===== src/rtl/hit_timestamper.sv =====
// hit_timestamper: extends the fine count with a coarse counter, stamps rising hit edges
// and queues the stamps in a FIFO with a valid/ready drain and drop accounting.
module hit_timestamper #(
  parameter int NCH   = 4,
  parameter int CW    = 16,
  parameter int DEPTH = 8
) (
  input  logic                 clk,
  input  logic                 rst_n,
  input  logic [2:0]           fine_in,
  input  logic                 carry_in,
  input  logic                 enable,
  input  logic [NCH-1:0]       hit,
  input  logic                 clear,
  output logic                 out_valid,
  input  logic                 out_ready,
  output logic [NCH+CW+2:0]    out_data,
  output logic                 overflow,
  output logic [7:0]           drop_cnt
);
  localparam int AW = $clog2(DEPTH);
  localparam int WW = NCH + CW + 3;
  logic [CW-1:0]  coarse_q, coarse_d;
  logic [NCH-1:0] hit_q, hit_d, new_w;
  logic [WW-1:0]  mem_q [DEPTH];
  logic [WW-1:0]  mem_d [DEPTH];
  logic [AW-1:0]  wr_q, wr_d, rd_q, rd_d;
  logic [AW:0]    cnt_q, cnt_d;
  logic           valid_q, valid_d, overflow_q, overflow_d;
  logic [7:0]     drop_q, drop_d;
  logic           stamp, full, push, pop, drop;
  always_comb begin
    new_w      = hit & ~hit_q;
    stamp      = enable & (|new_w);
    full       = cnt_q == (AW+1)'(DEPTH);
    pop        = valid_q & out_ready;
    // A full FIFO still accepts a push when the head leaves in the same cycle.
    push       = stamp & (~full | pop);
    drop       = stamp & full & ~pop;
    coarse_d   = coarse_q + CW'(carry_in);
    hit_d      = hit;
    mem_d      = mem_q;
    if (push) mem_d[wr_q] = {new_w, coarse_q, fine_in};
    wr_d       = wr_q + AW'(push);
    rd_d       = rd_q + AW'(pop);
    cnt_d      = cnt_q + (AW+1)'(push) - (AW+1)'(pop);
    valid_d    = cnt_d != '0;
    overflow_d = drop | (overflow_q & ~clear);
    drop_d     = clear ? 8'(drop) : drop_q + 8'(drop && drop_q != 8'hff);
  end
  always_ff @(posedge clk or negedge rst_n) begin
    if (!rst_n) begin
      coarse_q   <= '0;
      hit_q      <= '0;
      mem_q      <= '{default: '0};
      wr_q       <= '0;
      rd_q       <= '0;
      cnt_q      <= '0;
      valid_q    <= 1'b0;
      overflow_q <= 1'b0;
      drop_q     <= '0;
    end else begin
      coarse_q   <= coarse_d;
      hit_q      <= hit_d;
      mem_q      <= mem_d;
      wr_q       <= wr_d;
      rd_q       <= rd_d;
      cnt_q      <= cnt_d;
      valid_q    <= valid_d;
      overflow_q <= overflow_d;
      drop_q     <= drop_d;
    end
  end
  assign out_valid = valid_q;
  assign out_data  = mem_q[rd_q];
  assign overflow  = overflow_q;
  assign drop_cnt  = drop_q;
endmodule


===== config.mk =====
export PLATFORM = sky130hd
export DESIGN_NAME = hit_timestamper
export DESIGN_NICKNAME = d
export VERILOG_FILES = /design/src/rtl/hit_timestamper.sv
export SDC_FILE = /design/constraint.sdc
export NUM_CORES = 1
export LEC_CHECK = 0
export BUFFER_PORTS_ARGS = -buffer_cell sky130_fd_sc_hd__buf_2
export CAP_MARGIN = 40
export CORE_ASPECT_RATIO = 1.25
export CORE_MARGIN = 4
export CORE_UTILIZATION = 61
export DETAILED_ROUTE_END_ITERATION = 12
export PLACE_DENSITY_LB_ADDON = 0.2
export SYNTH_ARGS = -nofsm -noshare
export SYNTH_HDL_FRONTEND = slang
export SYNTH_SLANG_ARGS = --single-unit

===== constraint.sdc =====
create_clock -name clk -period 4.1 [get_ports clk]
set_clock_uncertainty 0.15 [all_clocks]
set_input_delay 0.82 -clock clk [delete_from_list [all_inputs] [get_ports clk]]
set_output_delay 0.82 -clock clk [all_outputs]
set_load 0.01 [all_outputs]

# Yosys cells after proc, flatten, opt, wreduce, memory -nomap -nowiden
# Cells that the tools add are included.
[totals]
register_bits = 224
in_bits = 13
wordCells = 53
[op_classes]
n_addsub = 6
magnitude_cmp = 3
eq_ne = 2
mux = 7
bitwise = 15
reduce_logical = 4
[ops]
columns = ["cell", "count"]
rows = [
  ["bitwise mux 184 bit", 1],
  ["binary-select mux 23 bit (select 3 bit)", 1],
  ["demux 23 bit (select 3 bit)", 1],
  ["2-to-1 mux 23 bit", 3],
  ["adder 16 x 1 -> 16 bit", 1],
  ["adder 8 x 1 -> 8 bit", 1],
  ["greater-or-equal comparator 4 bit (second input constant)", 2],
  ["2-to-1 mux 8 bit", 1],
  ["inequality test 8 bit (second input constant)", 1],
  ["NOT 3 -> 4 bit", 2],
  ["adder 3 x 1 -> 3 bit", 2],
  ["AND 1 bit", 6],
  ["adder 4 x 1 -> 4 bit", 1],
  ["AND 4 bit", 1],
  ["== test 4 bit (second input constant)", 1],
  ["less-than comparator 4 x 1 -> 1 bit (second input constant)", 1],
  ["NOT 4 bit", 1],
  ["nonzero test 4 bit", 1],
  ["OR reduction 4 bit", 1],
  ["subtractor 4 x 1 -> 4 bit", 1],
  ["NOT 1 bit", 3],
  ["logical AND 1 bit", 2],
  ["OR 1 bit", 2],
]

# Depth between registers and ports, before layout
# Gate-level depths: netlist of run 1.
[logic_depth]
word_depth = 9
ltp_mapped = 12

# Worst setup path before layout of run 1
# Ideal clock, no wire load.
[synth_timing]
path_kind = "input port to flip-flop"
start = "input hit[2]"
end = "register valid_q (netlist: out_valid)"
setup_time_ps = 139
t_arrival_ps = 3293
required_ps = 3811
path_slack_ps = 519
stages = 12
n_path_buf = 2
cell_sequence = "nor2b_1 -> clkbuf_1 -> or4_1 -> buf_2 -> nand3_1 -> ha_1 -> inv_1 -> ha_1 -> inv_1 -> fa_1 -> inv_1 -> or4_1"
[synth_via]
elab_chain_len = 7
[synth_rtl]
columns = ["item", "line_no", "text"]
rows = [
  ["start: declaration", "13", "input logic [NCH-1:0] hit,"],
  ["AND 4 bit", "33", "new_w = hit & ~hit_q;"],
  ["OR reduction 4 bit", "34", "stamp = enable & (|new_w);"],
  ["AND 1 bit", "34", ""],
  ["AND 1 bit", "38", "push = stamp & (~full | pop);"],
  ["adder 4 x 1 -> 4 bit", "46", "cnt_d = cnt_q + (AW+1)'(push) - (AW+1)'(pop);"],
  ["subtractor 4 x 1 -> 4 bit", "46", ""],
  ["via cnt_d[1]", "28", "logic [AW:0] cnt_q, cnt_d;"],
  ["nonzero test 4 bit", "47", "valid_d = cnt_d != '0;"],
  ["via valid_d", "29", "logic valid_q, valid_d, overflow_q, overflow_d;"],
  ["end signal: assignment", "69", "valid_q <= valid_d;"],
  ["end: declaration", "29", ""],
]
# The timed path passes the listed nets, and every way through them passes these cells.
# A chain may end at the register's enable or synchronous reset.

# Worst setup path after layout of run 1
[layout_timing]
start = "register rd_q[0]"
end = "output out_data[1]"
[layout_via]
elab_chain_len = 4
[layout_rtl]
columns = ["item", "line_no", "text"]
rows = [
  ["start: declaration", "27", "logic [AW-1:0] wr_q, wr_d, rd_q, rd_d;"],
  ["start signal: assignment", "67", "rd_q <= rd_d;"],
  ["NOT 3 -> 4 bit (implied by the code)", "75", "assign out_data = mem_q[rd_q];"],
  ["binary-select mux 23 bit (select 3 bit)", "75", ""],
  ["2-to-1 mux 23 bit (implied by the code) (2 in a row)", "75", ""],
  ["end: declaration", "17", "output logic [NCH+CW+2:0] out_data,"],
]
# No other way between the ends. The select of a mux whose other input is x is not followed.

==> results.md, run 1 <==
Global route:
- The via count of the first global-routing pass is 6294.
- The global routing usage summed across all routing layers is 22.6%.
- The sum of overflow across all layers after global routing is 0.
- The largest net degree at the start of global routing is 64.
- The number of antenna violations at the first check in global routing is 0.
- The wire length of the first global-routing pass is 33300 µm.

Logic synthesis:
- After synthesis, flip-flops and latches occupy 55.3% of the total area.
- The most instantiated flip-flop cell in the synthesis netlist is dfrtp_1.
- Summed over all instances, the cell type with the most area after synthesis is dfrtp_1.
- Yosys mapped a number of flops with a built-in enable equal to 0.
- Yosys attributes the largest share of cell area to dfrtp_1 (55%), mux2_2 (21%), mux4_2 (10%).
- The post-synthesis net count is 672.
- The share of synthesized flip-flops with an asynchronous set or reset is 100%.
- The cell area after technology mapping is 0.0101 mm².
- The area share of the largest cell type after synthesis is 55.3%.
- Synthesis produced a netlist whose cell count is 645.
- Counting flops and latches in the post-synthesis netlist gives 224.
- The synthesized area divided by synthesized cell count is 15.7 µm².
- After synthesis, the netlist uses 33 different library cells.
- During synthesis, Yosys emitted a total of 0 warnings.

Setup path:
- The worst register-to-register path has a setup slack of 0.95 ns.
- Together, buffers and inverters on the worst path number 2.
- STA classifies the critical path startpoint as a flip-flop.
- The end point of the critical path is out_data[1].
- The slowest stage of the critical path belongs to the cell dfrtp_2.
- The start point of the critical path is rd_q[0].
- The critical path goes through buf_4 > mux4_2 > mux2_2 > buf_2.
- At the worst endpoint, the required time is 3.13 ns.
- The data arrival time at the worst-slack endpoint is 2.49 ns.
- The critical path is of the flip-flop to primary output type.
- The critical path crosses 4 cells after its start point.
- In this design, the stage delay of the slowest critical-path cell is 0.65 ns.
- The worst setup path is captured at a primary output.
- In this run the critical register-to-register path is captured at out_valid.
- Along the worst path, the maximum fanout reaches 13.
- Measured in cells, the most critical reg-to-reg path has a length of 10.
- Broken down by cell family, the worst path's largest delay share belongs to multiplexers.
- The critical register-to-register path startpoint is hit_q[1].

Detailed routing:
- The total vias in the final route is 5523.
- The violation count after the first detailed-routing iteration is 292.
- The number of remaining DRC errors is 0.
- The first-pass detailed-route iteration total is 4.
- The final layout contains routed wiring with a total length of 20100 µm.
- The routed length on met3 is 822 µm.
- After detailed routing, the met2 layer carries 10500 µm of wire.
- The highest routing layer actually used is met4.
- The detailed router put a total of 8250 µm of wire on met1.
- The via density per instance is 6.06.
- The number of nets still failing antenna checks after routing is 0.
- The average wire per cell in the routed design is 22.0 µm.

Finish:
- The growth of design area from synthesis to finish is 11.6%.
- The number of nets in the final layout is 709.
- Fill cells in the final layout number 1106.
- Leaving out filler cells and counting taps, the final layout contains 911.
- The repair_antennas step left the layout with diodes totalling 0.
- The post-route netlist has 50.9% of its cells at a drive strength greater than 1.

STA:
- The total negative setup slack is 0 ns.
- The final critical-path share of the clock period is 84.3%.
- The post-layout minimum cycle time is 3.46 ns.
- Setup repair after global routing left no endpoint under its margin.
- The headroom to the max-slew limit is 51.2%.
- Setup violations remaining at the end of the flow were counted as 0.
- The hold violation total from the final report is 0.
- For the pin with the worst max-slew slack, the measured transition is 0.732 ns.
- The upper clock frequency limit is 289 MHz.
- The final-report max-slew violation count is 0.

Power and ir drop:
- The analysis attributes to cell leakage a power of 0.00543 µW.
- The power consumption is 7540 µW.
- The power per unit of standard cell area is 667 mW/mm².
- The largest voltage drop on the vdd net is 0.542 mV.

Floorplanning:
- The die is 152 µm tall.
- The area of the die is 0.0188 mm².
- The floorplan step defined a core boundary enclosing 0.0163 mm².
- The number of top-level design ports is 46.
- From left edge to right edge, the die measures 123 µm.
- In this run the core area contains 52 standard-cell rows.
- The initial utilization of the core area, before any placement, comes to 62.3%.

Clock network:
- Clock latency on the worst-skew pair, taken at its later pin, is 0.50 ns.
- Clock tree synthesis inserted a total of 23 buffers.
- TritonCTS built the clock tree.
- The number of instances resized during post-cts repair is 0.
- The hold buffer count at CTS is 0.
- For this design, the sink count on the clock tree is 224.
- The CTS clock-pin slew for the worst setup and hold paths is 0.06 ns.
- The number of levels the H-tree was split into is 1.
- No sink is reached through more buffers than the 3 on the longest clock path.
- The post-CTS setup repair buffer count is 0.
- The root buffer selected by CTS is clkbuf_16.

Place:
- The final HPWL from detailed placement is 12200 µm.
- Once placement completed, the tool counted placed cells totaling 873.
- The count of buffers added on input and output ports is 45.
- The final weighted congestion in routability-driven placement is 0.713.

Status:
- The run finished with clean final reports.

Run:
- The tool flagged a number of max-cap violations equal to 0.

Hold path:
- The path class of the tightest hold or removal check is primary input to async pin.
## registers in the layout, indices dropped and copies added (netlist names)
| register | cells |
|---|---|
| coarse_q | 16 |
| overflow | 1 |
| rd_q | 3 |
| cnt_q | 4 |
| mem_q | 184 |
| out_valid | 1 |
| wr_q | 3 |
| hit_q | 4 |
| drop_cnt | 8 |
## layout make-up
| cell class | count | area [µm²] | area share, % |
|---|---|---|---|
| Sequential cell | 224 | 5610 | 49.6 |
| Clock inverter | 6 | 58.8 | 0.520 |
| Inverter | 8 | 30.0 | 0.266 |
| Multi-Input combinational cell | 362 | 4240 | 37.5 |
| Clock buffer | 32 | 659 | 5.83 |
| Timing Repair Buffer | 63 | 439 | 3.88 |
| Tap cell | 216 | 270 | 2.39 |
## where the power goes
group	internal [µW]	leakage, µW	switching [µW]
Combinational	1340	0.00213	923
Clock	1180	0.000358	811
Sequential	2790	0.00294	508
Total	5300	0.00543	2240
## cells by family (layout without fill, tap and decap cells)
family	after synthesis	count (layout)	synth area share, %
multiplexers	254	254	34.1
flip-flops	224	224	55.3
AND/OR/NAND/NOR	63	63	3.41
buffers and inverters	59	109	3.00
XOR/XNOR	22	22	1.90
adder cells (fa/ha/maj)	14	14	1.80
AO/OA/AOI/OAI	9	9	0.543
## cell usage after synthesis (5+ instances only)
cell      number
dfrtp_1      224
mux2_2       188
mux4_2        46
clkbuf_1      26
mux2_4        20
buf_4         14
ha_1          13
nand2_1       12
nand3_1       12
xnor2_1       12
xor2_1        10
nor2_1         9
inv_1          8
and3_1         6
buf_2          6
nand4_1        5
nor2b_1        5
## metrics by stage
step / setup slack [ns] / hold WS, ns / cell area [µm²] / util (%)
floorplan: 0.519 / 0.324 / 10100 / -
global placement: 0.436 / 0.309 / 10600 / 64.9
detailed placement: 0.349 / 0.318 / 10600 / 65.1
CTS: 0.582 / 0.158 / 11300 / 69.5
global route: 0.502 / 0.174 / 11300 / 69.5
finish: 0.642 / 0.139 / 11300 / 69.5
## per-layer routing
layer,track usage [%],vias up
met1,30.3,2955
met5,0,-
met2,38.4,108
met4,7.12,0
met3,2.86,35
li1,-,2425
## worst min path at each step
| stage | startpoint | end | slack [ns] | cells past startpoint |
|---|---|---|---|---|
| 3_3_place_gp | overflow | overflow | 0.31 | 1 |
| 5_1_grt | rst_n | drop_cnt[4] | 0.17 | 1 |
| 6_report | rst_n | drop_cnt[4] | 0.14 | 1 |
| 2_1_floorplan | mem_q[117] | mem_q[117] | 0.32 | 1 |
| 4_1_cts | rst_n | drop_cnt[4] | 0.16 | 1 |
| 3_5_place_dp | overflow | overflow | 0.32 | 1 |
## cell usage in the layout (no fill, tap or decap), drive strengths merged, types with 2 or more instances in the layout
master and n:
a21o 2, a21oi 3, and2 2, and3 6
buf 62, clkbuf 33, clkinv 5, dfrtp 224
ha 13, inv 8, mux2 208, mux4 46
nand2 12, nand3 12, nand4 5, nand4b 2
nor2 9, nor2b 5, nor3b 2, nor4bb 2
o21ai 2, or3 2, or4 2, xnor2 12
xor2 10
No activity file was read; power rests on OpenSTA's default activity.
==> run 2, diff against run 1 <==
- ABC_AREA: default -> 1
- CORE_UTILIZATION: 61 -> 62
- clock period: 4.1 -> 3.33 ns (I/O delays scaled with it)
==> run 2 against run 1 <==
Against the previous run: sequential power is 26% higher; clock power is 25% higher; sequential cell count unchanged; first-iteration DRC count increased to 4.2 times the previous value; critical path depth rose by 4; hold slack lost 0.028 ns; critical path type unchanged; largest cell class unchanged; highest routed layer unchanged.
==> results.md, run 2 <==
Finish:
- The share of layout cells above drive strength 1 is 9.21% (-42 points).
- The number of nets in the final layout is 1423 (+100%).
- The number of flip-flops under the largest register name is 184 (unchanged).
- The most common cell after layout, fill and taps aside is nand2_1.
- More flip-flops sit in one register than any other, and that register is mem_q.
- The library cells used most frequently in the layout, excluding fill and tap cells, are nand2_1 (473), dfrtp_1 (222), nand4_1 (188).
- The area growth from synthesis to layout is 9.51%.
- The final antenna diode count was 0 (unchanged).

Logic synthesis:
- The share of synthesized flip-flops with an asynchronous set or reset is 100% (unchanged).
- The share of the synthesized area in compound gates (AO/OA/AOI/OAI) came to 6.60% (+6.1 points).
- The commonest cells after synthesis are nand2_1 (473), dfrtp_1 (224), nand4_1 (188).
- By instance count, the leading cell after synthesis is nand2_1.
- The synthesized area divided by synthesized cell count is 7.87 µm² (-50%).
- The area share of the largest cell type after synthesis is 50.2% (-5.1 points).
- The cell count after synthesis is 1420 (+120%).
- The synthesis-stage register bit count came to 224 (unchanged).
- By area the synthesized netlist is led by dfrtp_1 (50%), nand2_1 (16%), nand4_1 (11%).
- The leading area contributor after synthesis is dfrtp_1.
- The post-synthesis net count is 1447 (+120%).
- The multiplexer fraction of the synthesized cell area was 0% (-34 points).
- The cell area after technology mapping is 0.0112 mm² (+10%).
- By area, the combinational part of the netlist is dominated by simple AND/OR/NAND/NOR gates.
- The number of flops mapped to enable cells by yosys came to 0 (unchanged).
- The most instantiated flip-flop cell in the synthesis netlist is dfrtp_1.
- The unique cell type count in the Yosys netlist is 25 (-24%).
- The register area share after synthesis is 50.2% (-5.1 points).
- The adder-cell area share of the yosys netlist is 1.64% (-0.17 points).
- The number of warnings reported in the yosys synthesis log came to 0 (unchanged).
- The post-synthesis share of cell area spent on and, or, nand and nor gates came to 34.2% (+31 points).
- The post-synthesis xor/xnor area fraction is 1.41% (-0.49 points).

Setup path:
- The data arrival time at the worst-slack endpoint is 2.31 ns (-0.18 ns).
- The critical path is of the flip-flop to primary output type.
- In this run the critical register-to-register path is captured at out_valid.
- The required time of the worst setup path is 2.51 ns (-0.62 ns).
- Walking the worst path, the cells encountered are buf_4 > nor2_1 > nor2_1 > o21ai_0 > o21ai_1 > nand2_1 > nand2_1 > buf_2.
- The maximum fanout encountered on the critical timing path was 42 (+29).
- The largest stage delay on the critical path came to 0.51 ns (-0.14 ns).
- The kind of end point of the critical path is a primary output.
- The cell depth of the worst flop-to-flop path is 14 (+4).
- STA classifies the critical path startpoint as a flip-flop.
- Among all stages on the critical path, the largest delay is contributed by dfrtp_2.
- The slack of the worst reg-to-reg path is 0.94 ns (about the same).
- The critical register-to-register path startpoint is hit_q[0].

Status:
- The flow ran to the end, and the final reports show no timing, DRC or antenna violations.

Clock network:
- TritonCTS built the clock tree.
- The insertion delay of the later-clocked pin in the worst-skew pair came to 0.52 ns (+0.02 ns).
- The total clock buffers created by CTS is 23 (unchanged).
- The number of levels the H-tree was split into came to 1 (unchanged).
- The maximum number of buffers from clock root to sink is 3 (unchanged).
- The number of instances resized during post-cts repair is 0 (unchanged).
- The hold buffer count at CTS is 1 (+1).
- The post-CTS setup repair buffer count is 0 (unchanged).
- The CTS sink count is 224 (unchanged).
- The root buffer selected by CTS is clkbuf_16.
- The CTS clock-pin slew for the worst setup and hold paths is 0.06 ns (about the same).

Hold path:
- The path class of the tightest hold or removal check is primary input to flip-flop.
- Counting instances, the worst hold path has a depth of 1.
- For hold timing, the worst endpoint is hit_q[1].
- The hold path startpoint is hit[1].

Detailed routing:
- The final routed wirelength across all metal layers is 32400 µm (+62%).
- The first-pass detailed-route iteration total came to 7 (+3).
- The total vias in the final route was 10200 (+85%).
- The average wire per cell in the routed design is 19.8 µm (-10%).
- The number of remaining DRC errors came to 0 (unchanged).
- The violation count after the first detailed-routing iteration is 1221 (+320%).
- The via density per instance is 6.25 (+3.2%).
- The number of nets still failing antenna checks after routing is 0 (unchanged).

Floorplanning:
- The effective utilization at floorplan is 63.6% (+1.3 points).
- The cell row count is 54 (+3.8%).
- The number of top-level design ports is 46 (unchanged).
- The core outline area is 0.0176 mm² (+8.0%).
- The area of the die is 0.0202 mm² (+7.9%).
- The die span in y is 158 µm (+3.9%).
- The width of the die is 128 µm (+3.8%).

Place:
- The final HPWL from detailed placement was 17500 µm (+43%).
- The number of I/O port buffers is 45 (unchanged).
- The final weighted congestion in routability-driven placement came to 0.836 (+17%).

STA:
- The post-layout minimum cycle time is 3.13 ns.
- The actual slew at the worst max-slew pin is 0.792 ns (+0.0601 ns).
- The final-report max-slew violation count is 0 (unchanged).
- Derived from the worst setup path, the maximum achievable clock frequency is 320 MHz.
- The final setup violation count was 0 (unchanged).
- The hold violation total from the final report was 0 (unchanged).
- The worst path uses 93.9% of the clock period.
- The headroom to the max-slew limit was 47.2% (-4.0 points).
- The total negative setup slack was 0 ns (unchanged).
- Setup repair after global routing left no endpoint under its margin.

Global route:
- The number of antenna violations at the first check in global routing was 0 (unchanged).
- The via count of the first global-routing pass was 9772 (+55%).
- The largest net degree at the start of global routing is 185 (+190%).
- The sum of overflow across all layers after global routing was 0 (unchanged).
- The global routing usage summed across all routing layers is 32.3% (+9.7 points).
- The wire length of the first global-routing pass is 52000 µm (+56%).

Power and ir drop:
- The power per unit of standard cell area is 923 mW/mm² (+38%).
- The power consumption is 11300 µW (+50%).
- The largest voltage drop on the vdd net is 0.563 mV (+4.0%).
- The leakage dissipation came to 0.00637 µW (+17%).

Run:
- The max-cap violation count is 0 (unchanged).
==> run 2: cell types whose count changed after synthesis, sizes merged, moves of 12 or more <==
cell    delta
buf       +24
clkbuf    +53
inv       +31
mux2     -208
mux4      -46
nand2    +461
nand4    +187
nor2     +151
nor3      +12
o21ai    +139
==> run 2: routing by layer <==
metal  track usage, %  share of wire [%]
met1             44.3                 39
met4             13.6                4.3
met2             52.2                 48
met3             4.29                9.2
met5                0                  0
==> run 2: power breakdown <==
group / internal [µW] / switching, µW
Clock: 1420 / 1060
Sequential: 3510 / 630
Combinational: 1490 / 3170
==> run 2: worst max-delay path: cells and delay by family, from the launching register on <==
| kind | cells | cell delay [ns] |
|---|---|---|
| buffers and inverters | 2 | 0.64 |
| DFF | 1 | 0.51 |
| AOI/OAI and AO/OA | 2 | 0.20 |
| and+or+nand+nor | 4 | 0.43 |
==> run 2: per-stage QoR <==
step,cell area (µm²),setup WS (ns),cells,util (%),hold slack (ns)
4_1_cts,12200,0.255,1636,69.6,0.104
3_5_place_dp,11500,0.588,1594,65.5,0.311
5_1_grt,12200,0.136,1636,69.6,0.120
2_1_floorplan,11200,0.355,1420,-,0.220
6_report,12200,0.205,1636,69.6,0.111
3_3_place_gp,11500,0.647,1594,65.5,0.307
==> run 2: cell type report <==
class | count | area, µm²
Sequential cell | 224 | 5610
Inverter | 39 | 149
Timing Repair Buffer | 79 | 568
Clock inverter | 6 | 57.6
Tap cell | 224 | 280
Clock buffer | 35 | 651
Fill cell | 1492 | 5330
Multi-Input combinational cell | 1029 | 4920
==> run 2: kinds of logic (layout without fill, tap and decap cells) <==
logic type               Yosys count  in the layout
XOR/XNOR                          18             18
AO/OA/AOI/OAI                    147            147
flip-flops                       224            224
adder cells (fa/ha/maj)           14             14
AND/OR/NAND/NOR                  850            850
buffers and inverters            167            159
==> run 2: worst max-delay path by stage <==
stage | to | depth (start not counted) | slack [ns] | start
6_report | out_data[13] | 8 | 0.20 | rd_q[0]
5_1_grt | out_data[17] | 8 | 0.14 | rd_q[0]
4_1_cts | out_data[13] | 8 | 0.26 | rd_q[0]
3_5_place_dp | out_valid | 14 | 0.59 | hit[0]
3_3_place_gp | out_valid | 12 | 0.65 | enable
2_1_floorplan | out_valid | 14 | 0.35 | out_ready
==> run 3, diff against run 2 <==
- clock period: 3.33 -> 3.3 ns (I/O delays scaled with it)
==> run 3 against run 2 <==
Against the previous run: critical path depth fell by 1; cell count fell by 0.55%; count of clock-buffer cells in the layout fell by 2; sequential share of layout area rose by 0.075 points.
==> results.md, run 3 (same netlist as run 2, synthesis figures left out) <==
Status:
- The flow ran to the end, and the final reports show no timing, DRC or antenna violations.

Place:
- The final HPWL from detailed placement came to 17000 µm (-2.4%).
- The cell count after placement was 1592 (-0.13%).
- The final weighted congestion in routability-driven placement is 0.833 (-0.43%).
- The placement-stage worst setup slack is 0.467 ns (-0.121 ns).
- The post-placement cell area was 0.0115 mm² (+0.26%).
- The number of I/O port buffers came to 45 (unchanged).

Hold path:
- The hold path depth was 1 (unchanged).
- The worst hold path begins at hit[3].
- The end point of the worst hold path is hit_q[3].
- The min-delay analysis places its worst path in the category primary input to flip-flop.

Finish:
- The filler-free cell count of the finished design is 1627 (-0.55%).
- The register name with the most flops is mem_q.
- The share of layout cells above drive strength 1 is 8.84% (-0.37 points).
- The library cell used most frequently in the layout, excluding fill and tap cells, is nand2_1.
- From synthesis to final layout, the design area changed by 9.33%.
- The final antenna diode count was 0 (unchanged).
- The number of flip-flops under the largest register name is 184 (unchanged).
- The post-layout instance area came to 0.0122 mm² (-0.16%).
- The library cells used most frequently in the layout, excluding fill and tap cells, are nand2_1 (473), dfrtp_1 (222), nand4_1 (188).
- The number of nets in the final layout is 1421 (-0.14%).

Detailed routing:
- The first-pass detailed-route iteration total was 5 (-2).
- The via density per instance came to 6.28 (+0.39%).
- The final routed wirelength across all metal layers was 32300 µm (-0.41%).
- The number of remaining DRC errors is 0 (unchanged).
- The total vias in the final route was 10200 (-0.17%).
- The average wire per cell in the routed design is 19.8 µm (+0.14%).
- The number of nets still failing antenna checks after routing is 0 (unchanged).
- The violation count after the first detailed-routing iteration is 1259 (+3.1%).

Run:
- The max-cap violation count is 0 (unchanged).

Global route:
- The largest net degree at the start of global routing is 185 (unchanged).
- The sum of overflow across all layers after global routing is 0 (unchanged).
- The wire length of the first global-routing pass was 53300 µm (+2.4%).
- The global routing usage summed across all routing layers is 32.9% (+0.58 points).
- The number of antenna violations at the first check in global routing is 0 (unchanged).
- The via count of the first global-routing pass is 10100 (+2.9%).

STA:
- The smallest hold slack is 0.128 ns (+0.0175 ns).
- The final critical-path share of the clock period is 92.6%.
- The final setup slack of the worst path is 0.245 ns (+0.0400 ns).
- The upper clock frequency limit is 327 MHz.
- The headroom to the max-slew limit is 45.3% (-1.9 points).
- The hold violation total from the final report is 0 (unchanged).
- The worst path in the final design needs a cycle of 3.06 ns, including I/O delays and setup.
- The actual slew at the worst max-slew pin is 0.820 ns (+0.0278 ns).
- The final-report max-slew violation count is 0 (unchanged).
- The total negative setup slack is 0 ns (unchanged).
- Setup repair after global routing left no endpoint under its margin.
- The final setup violation count is 0 (unchanged).

Setup path:
- The required time of the worst setup path is 2.49 ns (-0.02 ns).
- The startpoint kind of the worst setup timing path is a flip-flop.
- The setup path with the least slack is of type flip-flop to primary output.
- The slack of the worst reg-to-reg path is 0.76 ns (-0.18 ns).
- The data arrival time at the worst-slack endpoint was 2.25 ns (-0.06 ns).
- The startpoint identified for the worst register-to-register timing path is cnt_q[1].
- The cell depth of the worst flop-to-flop path is 11 (-3).
- The critical register-to-register path endpoint is out_valid.
- The kind of end point of the critical path is a primary output.
- The maximum fanout encountered on the critical timing path is 44 (+4.8%).

Power and ir drop:
- The leakage dissipation is 0.00636 µW (-0.22%).
- The power per unit of standard cell area is 927 mW/mm² (+0.48%).
- The largest voltage drop on the vdd net is 0.483 mV (-14%).

Floorplanning:
- The number of top-level design ports came to 46 (unchanged).
- The width of the die is 128 µm (unchanged).
- The area of the die came to 0.0202 mm² (unchanged).
- The cell row count is 54 (unchanged).
- The die span in y is 158 µm (unchanged).
- The effective utilization at floorplan came to 63.6% (unchanged).
- The core outline area is 0.0176 mm² (unchanged).

Clock network:
- The maximum number of buffers from clock root to sink is 3 (unchanged).
- The CTS sink count is 224 (unchanged).
- TritonCTS built the clock tree.
- In this run the clock root is driven by a clkbuf_16.
- The total clock buffers created by CTS was 23 (unchanged).
- The number of levels the H-tree was split into came to 1 (unchanged).
- The insertion delay of the later-clocked pin in the worst-skew pair is 0.50 ns (-0.02 ns).
- The number of instances resized during post-cts repair is 0 (unchanged).
- The CTS clock-pin slew for the worst setup and hold paths came to 0.06 ns (about the same).
[run 3: cell types whose count changed in the layout (fill, tap and decap cells not counted), sizes merged]
| cell | change |
|---|---|
| clkbuf | -2 |
| clkinv | -3 |
| buf | -2 |
| clkinvlp | -1 |
| bufinv | -1 |
[run 3: power by group]
| group | internal [µW] | switching (µW) | leakage (µW) |
|---|---|---|---|
| Combinational | 1540 | 3250 | 0.00310 |
| Sequential | 3550 | 614 | 0.00293 |
| Clock | 1350 | 1020 | 0.000323 |
| Total | 6430 | 4890 | 0.00636 |
[run 3: metal layers]
metal	GRT usage [%]	wire length [µm]	up-vias
met5	0	0	-
li1	-	-	4657
met4	14.1	1400	0
met1	45.4	12600	4893
met3	4.66	2990	115
met2	52.5	15300	549
[run 3: repair_timing]
item | in CTS | in global routing
buffers inserted | 0 | 0
hold endpoints to repair | 58 | 0
hold buffers | 1 | 0
[run 3: worst max-delay path by stage]
| stage | start | to | depth (start not counted) |
|---|---|---|---|
| 2_1_floorplan | out_ready | out_valid | 14 |
| 3_3_place_gp | out_ready | out_valid | 12 |
| 3_5_place_dp | out_ready | out_valid | 12 |
| 4_1_cts | rd_q[0] | out_data[13] | 7 |
| 5_1_grt | rd_q[0] | out_data[17] | 7 |
| 6_report | rd_q[0] | out_data[17] | 7 |
[run 3: per-stage QoR]
stage | util [%] | power (µW)
floorplan | - | 7130
global placement | 65.6 | 8760
detailed placement | 65.7 | 8880
CTS | 69.5 | 11300
global route | 69.5 | 12100
finish | 69.5 | 11300
[run 3: cell type report]
class | instances | area (µm²)
fill | 1491 | 5350
clock buffer | 33 | 653
timing repair buffer | 77 | 598
multi-input combinational | 1029 | 4920
inverter | 39 | 149
sequential | 224 | 5610
tap | 224 | 280
clock inverter | 1 | 5.00
[run 3: worst max-delay path: stages, from the launching register on]
cell     delay (ns)
dfrtp_2        0.46
inv_2          0.33
buf_12         0.28
nor2_1         0.06
o21ai_0        0.19
nand2_1        0.07
nand2_1        0.16
buf_2          0.16
